## config.mk

```make
export PLATFORM = sky130hd
export DESIGN_NAME = mem_wb_stage
export DESIGN_NICKNAME = d
export VERILOG_FILES = /design/src/rtl/mem_wb_stage.sv
export SDC_FILE = /design/constraint.sdc
export NUM_CORES = 1
export LEC_CHECK = 0
export ABC_AREA = 0
export ABC_CLOCK_PERIOD_IN_PS = 1600
export CORE_UTILIZATION = 57
export DETAILED_ROUTE_END_ITERATION = 16
export HOLD_SLACK_MARGIN = 0.08
export PLACE_DENSITY = 0.75
export SYNTH_ARGS = -nofsm -noshare
export SYNTH_HDL_FRONTEND = slang
export SYNTH_SLANG_ARGS = --single-unit
```

## constraint.sdc

```tcl
create_clock -name clk -period 1.6 [get_ports clk]
set_input_delay 0.32 -clock clk [delete_from_list [all_inputs] [get_ports clk]]
set_output_delay 0.32 -clock clk [all_outputs]
set_load 0.1 [all_outputs]
```

## src/rtl/mem_wb_stage.sv

```systemverilog
`default_nettype none
// ============================================================================
// Module   : mem_wb_stage
// Purpose  : Data-memory access plus MEM/WB pipeline register (8-bit MIPS).
//            Optional macro MEM_RESET_CLEAR_EN clears data memory on reset.
// Revision : 1.0 - initial release
// ============================================================================
module mem_wb_stage #(
    parameter int DATA_WIDTH     = 8,
    parameter int ADDR_WIDTH     = 4,
    parameter int REG_ADDR_WIDTH = 5
) (
    input  logic                      clk,
    input  logic                      rst_n,
    input  logic                      stall,
    input  logic                      flush,
    input  logic                      valid_i,
    input  logic                      MemRead,
    input  logic                      MemWrite,
    input  logic                      MemtoReg,
    input  logic                      RegWrite,
    input  logic [DATA_WIDTH-1:0]     ALUr,
    input  logic [DATA_WIDTH-1:0]     WriteD,
    input  logic [REG_ADDR_WIDTH-1:0] WriteReg,
    output logic                      valid_o,
    output logic                      MemtoReg_o,
    output logic                      RegWrite_o,
    output logic [DATA_WIDTH-1:0]     ALUr_o,
    output logic [DATA_WIDTH-1:0]     ReadD_o,
    output logic [REG_ADDR_WIDTH-1:0] WriteReg_o
);
    localparam int DEPTH = 2 ** ADDR_WIDTH;

    logic [ADDR_WIDTH-1:0]     w_addr;
    logic                      w_act;
    logic                      w_store;
    logic [DATA_WIDTH-1:0]     w_rdata;
    logic                      w_unused_memread;

    logic [DATA_WIDTH-1:0]     mem_q [DEPTH];
    logic [DATA_WIDTH-1:0]     mem_d [DEPTH];

    logic                      valid_q,    valid_d;
    logic                      memtoreg_q, memtoreg_d;
    logic                      regwrite_q, regwrite_d;
    logic [DATA_WIDTH-1:0]     alur_q,     alur_d;
    logic [DATA_WIDTH-1:0]     readd_q,    readd_d;
    logic [REG_ADDR_WIDTH-1:0] writereg_q, writereg_d;

    // Loads read unconditionally, so MemRead carries no information here.
    assign w_unused_memread = MemRead;

    assign w_addr  = ALUr[ADDR_WIDTH-1:0];
    assign w_act   = valid_i & ~flush & ~stall;
    // A store coinciding with reset is dropped even when memory is not reset.
    assign w_store = w_act & MemWrite & rst_n;
    assign w_rdata = mem_q[w_addr];

    always_comb begin
        mem_d = mem_q;
        if (w_store) begin
            mem_d[w_addr] = WriteD;
        end
    end

`ifdef MEM_RESET_CLEAR_EN
    always_ff @(posedge clk or negedge rst_n) begin
        if (!rst_n) begin
            mem_q <= '{default: '0};
        end else begin
            mem_q <= mem_d;
        end
    end
`else
    always_ff @(posedge clk) begin
        mem_q <= mem_d;
    end
`endif

    always_comb begin
        valid_d    = valid_q;
        memtoreg_d = memtoreg_q;
        regwrite_d = regwrite_q;
        alur_d     = alur_q;
        readd_d    = readd_q;
        writereg_d = writereg_q;
        // Flush outranks stall: the bubble must enter even while WB holds.
        if (flush) begin
            valid_d    = 1'b0;
            memtoreg_d = 1'b0;
            regwrite_d = 1'b0;
        end else if (!stall) begin
            valid_d    = valid_i;
            memtoreg_d = MemtoReg & valid_i;
            regwrite_d = RegWrite & valid_i;
            alur_d     = ALUr;
            readd_d    = w_rdata;
            writereg_d = WriteReg;
        end
    end

    always_ff @(posedge clk or negedge rst_n) begin
        if (!rst_n) begin
            valid_q    <= 1'b0;
            memtoreg_q <= 1'b0;
            regwrite_q <= 1'b0;
            alur_q     <= '0;
            readd_q    <= '0;
            writereg_q <= '0;
        end else begin
            valid_q    <= valid_d;
            memtoreg_q <= memtoreg_d;
            regwrite_q <= regwrite_d;
            alur_q     <= alur_d;
            readd_q    <= readd_d;
            writereg_q <= writereg_d;
        end
    end

    assign valid_o    = valid_q;
    assign MemtoReg_o = memtoreg_q;
    assign RegWrite_o = regwrite_q;
    assign ALUr_o     = alur_q;
    assign ReadD_o    = readd_q;
    assign WriteReg_o = writereg_q;

endmodule
`default_nettype wire

```

==> impl_results.md, run 1 <==
- Fin util: 79.86%
- Library cells used by synthesis: 29
- CTS HTree Levels: 4
- Layout cell share with drive strength beyond 1: 36.38%
- Root buffer cell: clkbuf_8
- Ys Warns: 0
- Final critical-path required period: 1.559 ns
- CP required: 2.00 ns
- Mapped cell area: 5934 sq um
- GRT Residual Overflow: 0
- Die height: 104.0 um
- Net count after synthesis: 344
- First-pass GRT wire length: 19.64 mm
- Met2 global-route usage: 40.29%
- Dpl hpwl: 8.162 mm
- Max-slew violations: 0
- Post-Synth XOR/XNOR Area: 0%
- Largest family of logic cells by synthesized area: multiplexers
- Tot GR Track Use: 25.81%
- Grt met3 use: 6.516%
- WS Path Type: primary input to flop
- Pre-antenna DRT Iters: 6
- Pre-CTS setup slack: -0.7464 ns
- Slew @ Worst Pin: 0.3868 ns
- IO Count: 54
- Post-synthesis average cell area: 18.90 sq um
- Yosys top cell area share: 64.77%
- FF/Latch Area: 4444 sq um
- Reg clk slew, reported paths: 0.06 ns
- Maximum vdd drop: 1.021 mV
- Fmax: 641.2 MHz
- CTS Buf Count: 17
- Cell area power density: 1253 nW/um^2
- Seq/Total Area, Yosys: 74.89%
- Area Growth Syn to Fin: 33.35%
- Clk Latency, worst-skew pair: 0.53 ns
- Setup TNS: 0 ns
- Core region area: 9910 sq um
- Residual DRC: 0
- Vias in the first global route: 3492
- Setup Skew: 0.007139 ns
- Multi-input gate area: 1501 sq um
- Port bufs: 52
- Tcrit/Tclk final: 97.47%
- GP Congestion: 0.8365
- CTS max path bufs: 2
- Multiplexer share of the synthesized area: 15.79%
- Gate Count Post-Synth: 314
- Final instance area: 7914 sq um
- CTS tree: built
- Slew HR: 74.14%
- Asr flop ratio synth: 15.79%
- Filler instances: 508
- Initial antenna violation count: 0
- Setup ws final: 0.04051 ns
- Type of the worst min-delay path: primary input to flop
- Die Width: 104.0 um
- M1 GR Usage: 33.30%
- 1st-iter DRT viols: 367
- Final hold vios: 0
- Synth Flop Type: edfxtp_1
- Main area contributors after synthesis: edfxtp_1 65%, dfrtp_1 10%, mux2i_1 5.7%
- Crit end category: flop
- Most frequent cell after synthesis: edfxtp_1
- Post-route ant nets: 0
- Area after DPL: 7333 sq um
- Final #Nets: 443
- Largest net degree at the start of global routing: 30
- Adder-cell share of the synthesized area: 0%
- Die area: 10820 sq um
- Total power: 9.916 mW
- EDFF count, synth: 128
- Dpl cells: 525
- Commonest cells post-synth: 128 x edfxtp_1, 34 x mux2i_1, 29 x nor2_1
- Hold WS: 0.09399 ns
- Initial Util: 59.89%
- Final setup vio count: 0
- Placement Rows: 36
- Antenna cells: 0
- Startpoint types: primary input
- Routed WL: 12.78 mm
- Vias per cell: 5.894
- Via count: 3295
- Post-Synth Simple-Gate Area: 4.596%
- Final std cells w/o fill: 559
- Synth area leader: edfxtp_1
- Crit path DAT: 1.96 ns
- Pleak: 2.838 nW
- DR WL/cell: 22.86 um
- Synth Register Bits: 152
- Status: finished, final reports clean
- Worst-path fanout max: 10
- Num Clock Sinks: 152
- Maxcap violations: 0
- Post-synthesis compound-gate area fraction: 2.867%
- Grt peak-use layer: met2
-- path summary, 6_finish.rpt --
| path | startpoint | end | slack, ns | depth (start not counted) |
|---|---|---|---|---|
| worst min register to register | ALUr_o[2] | ALUr_o[2] | 0.58 | 1 |
| max in group asynchronous | rst_n | WriteReg_o[3] | 0.81 | 4 |
| worst min-delay path | flush | MemtoReg_o | 0.09 | 3 |
| worst max-delay path | ALUr[1] | ReadD_o[3] | 0.04 | 6 |
| min in group asynchronous | rst_n | MemtoReg_o | 0.56 | 4 |
| worst max register to register | mem_q[68] | ReadD_o[4] | 0.06 | 4 |
-- repair_timing --
item                                   4_1_cts  5_1_grt
setup endpoints to repair                   99       63
endpoints found under the hold margin       24        0
hold buffers                                 1        0
pin swaps                                    5       10
resized for setup                            9        5
setup buffers                                1        0
-- final cells by class --
type,instances,share of cell area [%]
clock buffer,18,5.281
clock inverter,14,1.976
multi-input combinational,145,18.97
sequential,152,56.16
tap,133,2.103
timing repair buffer,97,15.51
-- cells in the final DEF (no fill, tap or decap), types with 3 or more instances in the layout --
cell type	netlist	final
a31oi_1	5	5
buf_12	1	35
buf_4	2	31
bufinv_16	0	3
clkbuf_16	0	16
clkdlybuf4s50_1	0	22
clkinv_2	0	4
clkinvlp_4	0	4
dfrtp_1	24	24
dlygate4sd2_1	0	3
edfxtp_1	128	128
mux2_2	13	13
mux2i_1	34	34
mux4_1	6	3
mux4_2	13	16
nor2_1	29	16
nor2_2	0	4
nor2_4	0	9
nor2b_1	4	4
nor3_4	0	4
o221ai_1	3	3
o22ai_1	10	10
o32a_1	3	3
or2_2	5	5
or3b_4	0	3
-- metal layers --
metal,vias up,routed length (um)
met3,29,1029
met4,0,360
li1,1457,-
met1,1635,5077
met5,-,0
met2,174,6313
-- kinds of logic after synthesis --
kind of cell	after synthesis
multiplexers	66
flip-flops	152
AND/OR/NAND/NOR	55
AO/OA/AOI/OAI	24
buffers and inverters	17
-- flip-flops by register name, indices dropped and copies added, names as in the netlist --
register    cells
mem_q         128
RegWrite_o      1
ALUr_o          8
valid_o         1
ReadD_o         8
MemtoReg_o      1
WriteReg_o      5
-- critical path, cell delays in order --
cell and delay, ns:
clkdlybuf4s50_1 0.47, buf_6 0.16, buf_4 0.15, mux4_2 0.31, nor2b_1 0.18, o32a_1 0.37
-- where the power goes --
| part | leakage (nW) | internal [mW] | switching (mW) |
|---|---|---|---|
| clock | 0.272 | 2.35 | 1.52 |
| combinational | 1.13 | 0.607 | 0.953 |
| sequential | 1.43 | 4.39 | 0.0925 |
| total | 2.84 | 7.35 | 2.57 |
Power figures use the tool's default switching activity.
==> run 2: changes to the inputs <==
--- a/config.mk
+++ b/config.mk
@@ -10,6 +10,7 @@
 export CORE_UTILIZATION = 57
 export DETAILED_ROUTE_END_ITERATION = 16
 export HOLD_SLACK_MARGIN = 0.08
+export MAX_ROUTING_LAYER = met4
 export PLACE_DENSITY = 0.75
 export SYNTH_ARGS = -nofsm -noshare
 export SYNTH_HDL_FRONTEND = slang
==> run 2 against run 1 <==
Compared with the run above: register-to-register slack barely moved; critical endpoint unchanged; critical path type unchanged; non-clock buffer count did not move; sequential power barely moved.
==> impl_results.md, run 2 (same netlist as run 1, synthesis figures left out) <==
- Status: finished, final reports clean
- CTS HTree Levels: 4
- Tot GR Track Use: 26.58%
- GP Congestion: 0.8494
- Die Width: 104.0 um
- Num Clock Sinks: 152
- Vias per cell: 5.896
- IO Count: 54
- Worst path max stage delay: 0.47 ns
- CP required: 2.00 ns
- First-pass GRT wire length: 19.64 mm
- R2R setup slack: 0.06 ns
- Flip-flop count of the largest register after layout: 128
- Core region area: 9910 sq um
- Final std cells w/o fill: 559
- Port bufs: 52
- RR Startpoint: mem_q[65]
- R2r endpoint: ReadD_o[1]
- Post-route ant nets: 0
- Type of the worst min-delay path: primary input to flop
- CTS tree: built
- Cell area power density: 1254 nW/um^2
- Final setup vio count: 0
- Filler instances: 508
- Final instance area: 7914 sq um
- Residual DRC: 0
- Slew @ Worst Pin: 0.3771 ns
- Vias in the first global route: 3495
- Setup crit end: ReadD_o[3]
- Dpl cells: 525
- Tcrit/Tclk final: 97.29%
- Worst R2R Path Depth: 4
- Via count: 3296
- CP startpoint: ALUr[1]
- Clk Latency, worst-skew pair: 0.52 ns
- Dpl hpwl: 8.162 mm
- Total power: 9.923 mW
- GRT Residual Overflow: 0
- Routed WL: 12.78 mm
- Max-slew violations: 0
- Final #Nets: 443
- Initial Util: 59.89%
- Register with the most flip-flops: mem_q
- Crit end category: flop
- Fmax: 642.4 MHz
- Crit path DAT: 1.96 ns
- Area after DPL: 7333 sq um
- Commonest non-fill, non-tap cell in the layout: edfxtp_1
- Die height: 104.0 um
- WS Path Type: primary input to flop
- CTS Buf Count: 17
- Worst-path fanout max: 10
- CTS max path bufs: 2
- Root buffer cell: clkbuf_8
- Placement Rows: 36
- Antenna cells: 0
- Largest net degree at the start of global routing: 30
- Pleak: 2.838 nW
- Maxcap violations: 0
- DR WL/cell: 22.87 um
- Reg clk slew, reported paths: 0.06 ns
- Critical-path top delay cell: clkdlybuf4s50_1
- Initial antenna violation count: 0
- Worst path cell trace: clkdlybuf4s50_1, buf_6, buf_4, mux4_2, nor2b_1, o32a_1
- Final hold vios: 0
- Final critical-path required period: 1.557 ns
- Maximum vdd drop: 1.025 mV
- Most frequent cells in the layout: 128 x edfxtp_1, 35 x buf_12, 34 x mux2i_1, 31 x buf_4, 24 x dfrtp_1
- Setup Skew: 0.007797 ns
- Layout cell share with drive strength beyond 1: 36.38%
- Slew HR: 74.79%
- Die area: 10820 sq um
- 1st-iter DRT viols: 323
- Area Growth Syn to Fin: 33.35%
- Startpoint types: primary input
- Pre-antenna DRT Iters: 5
==> run 2: cell counts in the layout (fill, tap and decap cells not counted) <==
No cell type changed its count.
==> run 2: through the flow <==
stage	setup TNS [ns]	setup WS, ns	util (%)	hold WS (ns)
6_report	0	0.04342	79.86	0.09267
5_1_grt	-0.003078	-0.001604	79.86	0.08665
4_1_cts	0	0.006940	79.87	0.2010
3_5_place_dp	-87.11	-0.7464	74.00	0.5628
3_3_place_gp	-79.81	-0.6822	74.00	0.5561
2_1_floorplan	-14.15	-0.2105	-	0.02441
==> run 2: final cells by class <==
class / instances / area (sq um) / area share, %
Tap cell: 133 / 166.4 / 2.103
Clock buffer: 18 / 417.9 / 5.281
Timing Repair Buffer: 97 / 1227 / 15.51
Multi-Input combinational cell: 145 / 1501 / 18.97
Sequential cell: 152 / 4444 / 56.16
Clock inverter: 14 / 156.4 / 1.976
==> run 2: worst min-delay path by stage <==
stage                   start          to  depth (start not counted)  slack, ns
detailed placement  ALUr_o[5]   ALUr_o[5]                          1       0.56
global route            flush  RegWrite_o                          3       0.09
finish                  flush  MemtoReg_o                          3       0.09
CTS                     flush     valid_o                          3       0.20
floorplan               rst_n   ALUr_o[0]                          0       0.02
global placement    ALUr_o[4]   ALUr_o[4]                          1       0.56
==> run 2: worst max-delay path: cells and delay by family <==
family	cells	cell delay [ns]
simple gates	1	0.18
buf+inv	3	0.78
compound gates	1	0.37
mux	1	0.31
==> run 2: per-layer routing <==
layer	global-route usage (%)	part of all wire [%]	vias to the layer above	wire length [um]
li1	-	-	1457	-
met4	14.69	2.5	0	323
met1	33.26	41	1635	5188
met5	-	0	-	0
met2	40.33	50	175	6414
met3	6.454	6.7	29	859
==> run 2: power breakdown <==
part	internal, mW	total [mW]	switching, mW
registers	4.39	4.48	0.0927
clock network	2.35	3.89	1.53
logic	0.607	1.56	0.952
==> run 2: timing repair <==
action,4_1_cts,5_1_grt
buffers inserted,1,0
pin swaps,5,10
gates resized for setup,9,5
endpoints found under the hold margin,24,0
setup endpoints to repair,99,63
hold buffers,1,0
==> run 3: changes to the inputs <==
--- a/config.mk
+++ b/config.mk
@@ -8,6 +8,7 @@
 export ABC_AREA = 0
 export ABC_CLOCK_PERIOD_IN_PS = 1600
 export CORE_UTILIZATION = 57
+export CTS_CLUSTER_SIZE = 28
 export DETAILED_ROUTE_END_ITERATION = 16
 export HOLD_SLACK_MARGIN = 0.08
 export MAX_ROUTING_LAYER = met4
@@ -15,3 +16,4 @@
 export SYNTH_ARGS = -nofsm -noshare
 export SYNTH_HDL_FRONTEND = slang
 export SYNTH_SLANG_ARGS = --single-unit
+export TNS_END_PERCENT = 30
==> run 3 against run 2 <==
Compared with the run above: fmax decreased by 2.4%; non-clock buffer count increased by 9; die area unchanged; first-iteration DRC count decreased by 26%; sequential share of layout area decreased by 0.12 points; combinational power about the same; largest cell class unchanged.
==> impl_results.md, run 3 (same netlist as run 1, synthesis figures left out) <==
- Dpl cells: 531
- Tot GR Track Use: 25.37%
- Maxcap violations: 0
- Die Width: 104.0 um
- Flip-flop count of the largest register after layout: 128
- Crit end category: flop
- Max-slew violations: 0
- Fin util: 80.03%
- Worst path max stage delay: 0.52 ns
- Largest net degree at the start of global routing: 30
- 1st-iter DRT viols: 239
- Post-route ant nets: 0
- GP Congestion: 0.7778
- GRT Residual Overflow: 0
- Worst path top cell family by delay: multiplexers
- Startpoint types: flop
- Register with the most flip-flops: mem_q
- First-pass GRT wire length: 19.09 mm
- Initial antenna violation count: 0
- Type of the worst min-delay path: primary input to flop
- Vias per cell: 5.884
- Antenna cells: 0
- Slew HR: 33.52%
- Commonest non-fill, non-tap cell in the layout: edfxtp_1
- Placement Rows: 36
- Final std cells w/o fill: 567
- Reg clk slew, reported paths: 0.06 ns
- CTS HTree Levels: 4
- Num Clock Sinks: 152
- Root buffer cell: clkbuf_8
- Final critical-path required period: 1.595 ns
- Status: finished, final reports clean
- Core region area: 9910 sq um
- RSZ-0062 raised after global routing: true
- Setup TNS: 0 ns
- DR WL/cell: 22.11 um
- CTS max path bufs: 2
- Crit path DAT: 2.00 ns
- Area Growth Syn to Fin: 33.63%
- Die area: 10820 sq um
- Buffers & Inverters on Critical Path: 0
- CP required: 2.01 ns
- Maximum vdd drop: 0.8195 mV
- Setup ws final: 0.005280 ns
- Tcrit/Tclk final: 99.67%
- Final #Nets: 452
- IO Count: 54
- WS Path Type: flop to flop
- Pleak: 2.888 nW
- Residual DRC: 0
- Layout cell share with drive strength beyond 1: 36.18%
- Initial Util: 59.89%
- Port bufs: 52
- CTS tree: built
- Most frequent cells in the layout: 128 x edfxtp_1, 42 x buf_4, 33 x mux2i_1, 32 x buf_12, 24 x dfrtp_1
- Routed WL: 12.54 mm
- Worst path cell trace: mux4_2, mux2i_1, nor2_1, o32a_1
- Critical-path top delay cell: mux4_2
- Setup Skew: 0.008978 ns
- Die height: 104.0 um
- Cell area power density: 1238 nW/um^2
- Worst-path fanout max: 1
- CTS Buf Count: 17
- Final hold vios: 0
- Slew @ Worst Pin: 0.9972 ns
- Final setup vio count: 0
- Vias in the first global route: 3349
- Via count: 3336
- Dpl hpwl: 8.225 mm
- Pre-antenna DRT Iters: 5
- Fmax: 627.1 MHz
- Pre-CTS setup slack: -0.7545 ns
- Filler instances: 505
- Clk Latency, worst-skew pair: 0.53 ns
run 3: report_power, final:
part | switching [mW] | total [mW] | internal, mW
clock | 1.45 | 3.79 | 2.35
combinational | 0.941 | 1.55 | 0.605
sequential | 0.0904 | 4.48 | 4.39
total | 2.48 | 9.82 | 7.34
run 3: worst paths after layout:
| check | startpoint | to | slack (ns) | cells after the start |
|---|---|---|---|---|
| worst max-delay path | mem_q[67] | ReadD_o[3] | 0.005 | 4 |
| worst min-delay path | flush | MemtoReg_o | 0.20 | 3 |
| worst max register to register | mem_q[67] | ReadD_o[3] | 0.005 | 4 |
| worst min register to register | ReadD_o[4] | ReadD_o[4] | 0.57 | 1 |
| max in group asynchronous | rst_n | ALUr_o[0] | 0.61 | 3 |
| min in group asynchronous | rst_n | RegWrite_o | 0.39 | 3 |
run 3: layer usage:
layer	wire length (um)	up-vias	GRT usage, %
met5	0	-	-
met4	234	0	9.592
met3	948	17	7.268
met2	6091	162	38.48
met1	5264	1683	32.93
li1	-	1474	-
run 3: worst register-to-register path, cell delays in order, from the launching register on:
cell and delay (ns):
edfxtp_1 0.38, mux4_2 0.52, mux2i_1 0.16, nor2_1 0.08, o32a_1 0.34
run 3: area by class of cell:
| class | instances | area (sq um) | share of cell area, % |
|---|---|---|---|
| multi-input combinational | 145 | 1473 | 18.57 |
| tap | 133 | 166.4 | 2.098 |
| timing repair buffer | 106 | 1289 | 16.25 |
| sequential | 152 | 4444 | 56.04 |
| clock inverter | 10 | 128.9 | 1.625 |
| clock buffer | 21 | 429.2 | 5.412 |
run 3: what timing repair did:
item / 4_1_cts / 5_1_grt
endpoints found under the hold margin: 24 / 0
cloned: 1 / 0
resized for setup: 10 / 6
pin swaps: 6 / 4
hold buffers: 1 / 0
setup buffers: 3 / 1
endpoints found under the setup margin: 135 / 94
run 3: through the flow:
step | power, mW | instance area, sq um | hold WS [ns]
after CTS | 9.815 | 7936 | 0.2351
after floorplan | 5.422 | 6063 | 0.02441
after global placement | 6.067 | 7321 | 0.5491
final | 9.817 | 7930 | 0.1986
after detailed placement | 6.088 | 7321 | 0.5521
after global routing | 10.03 | 7930 | 0.2137
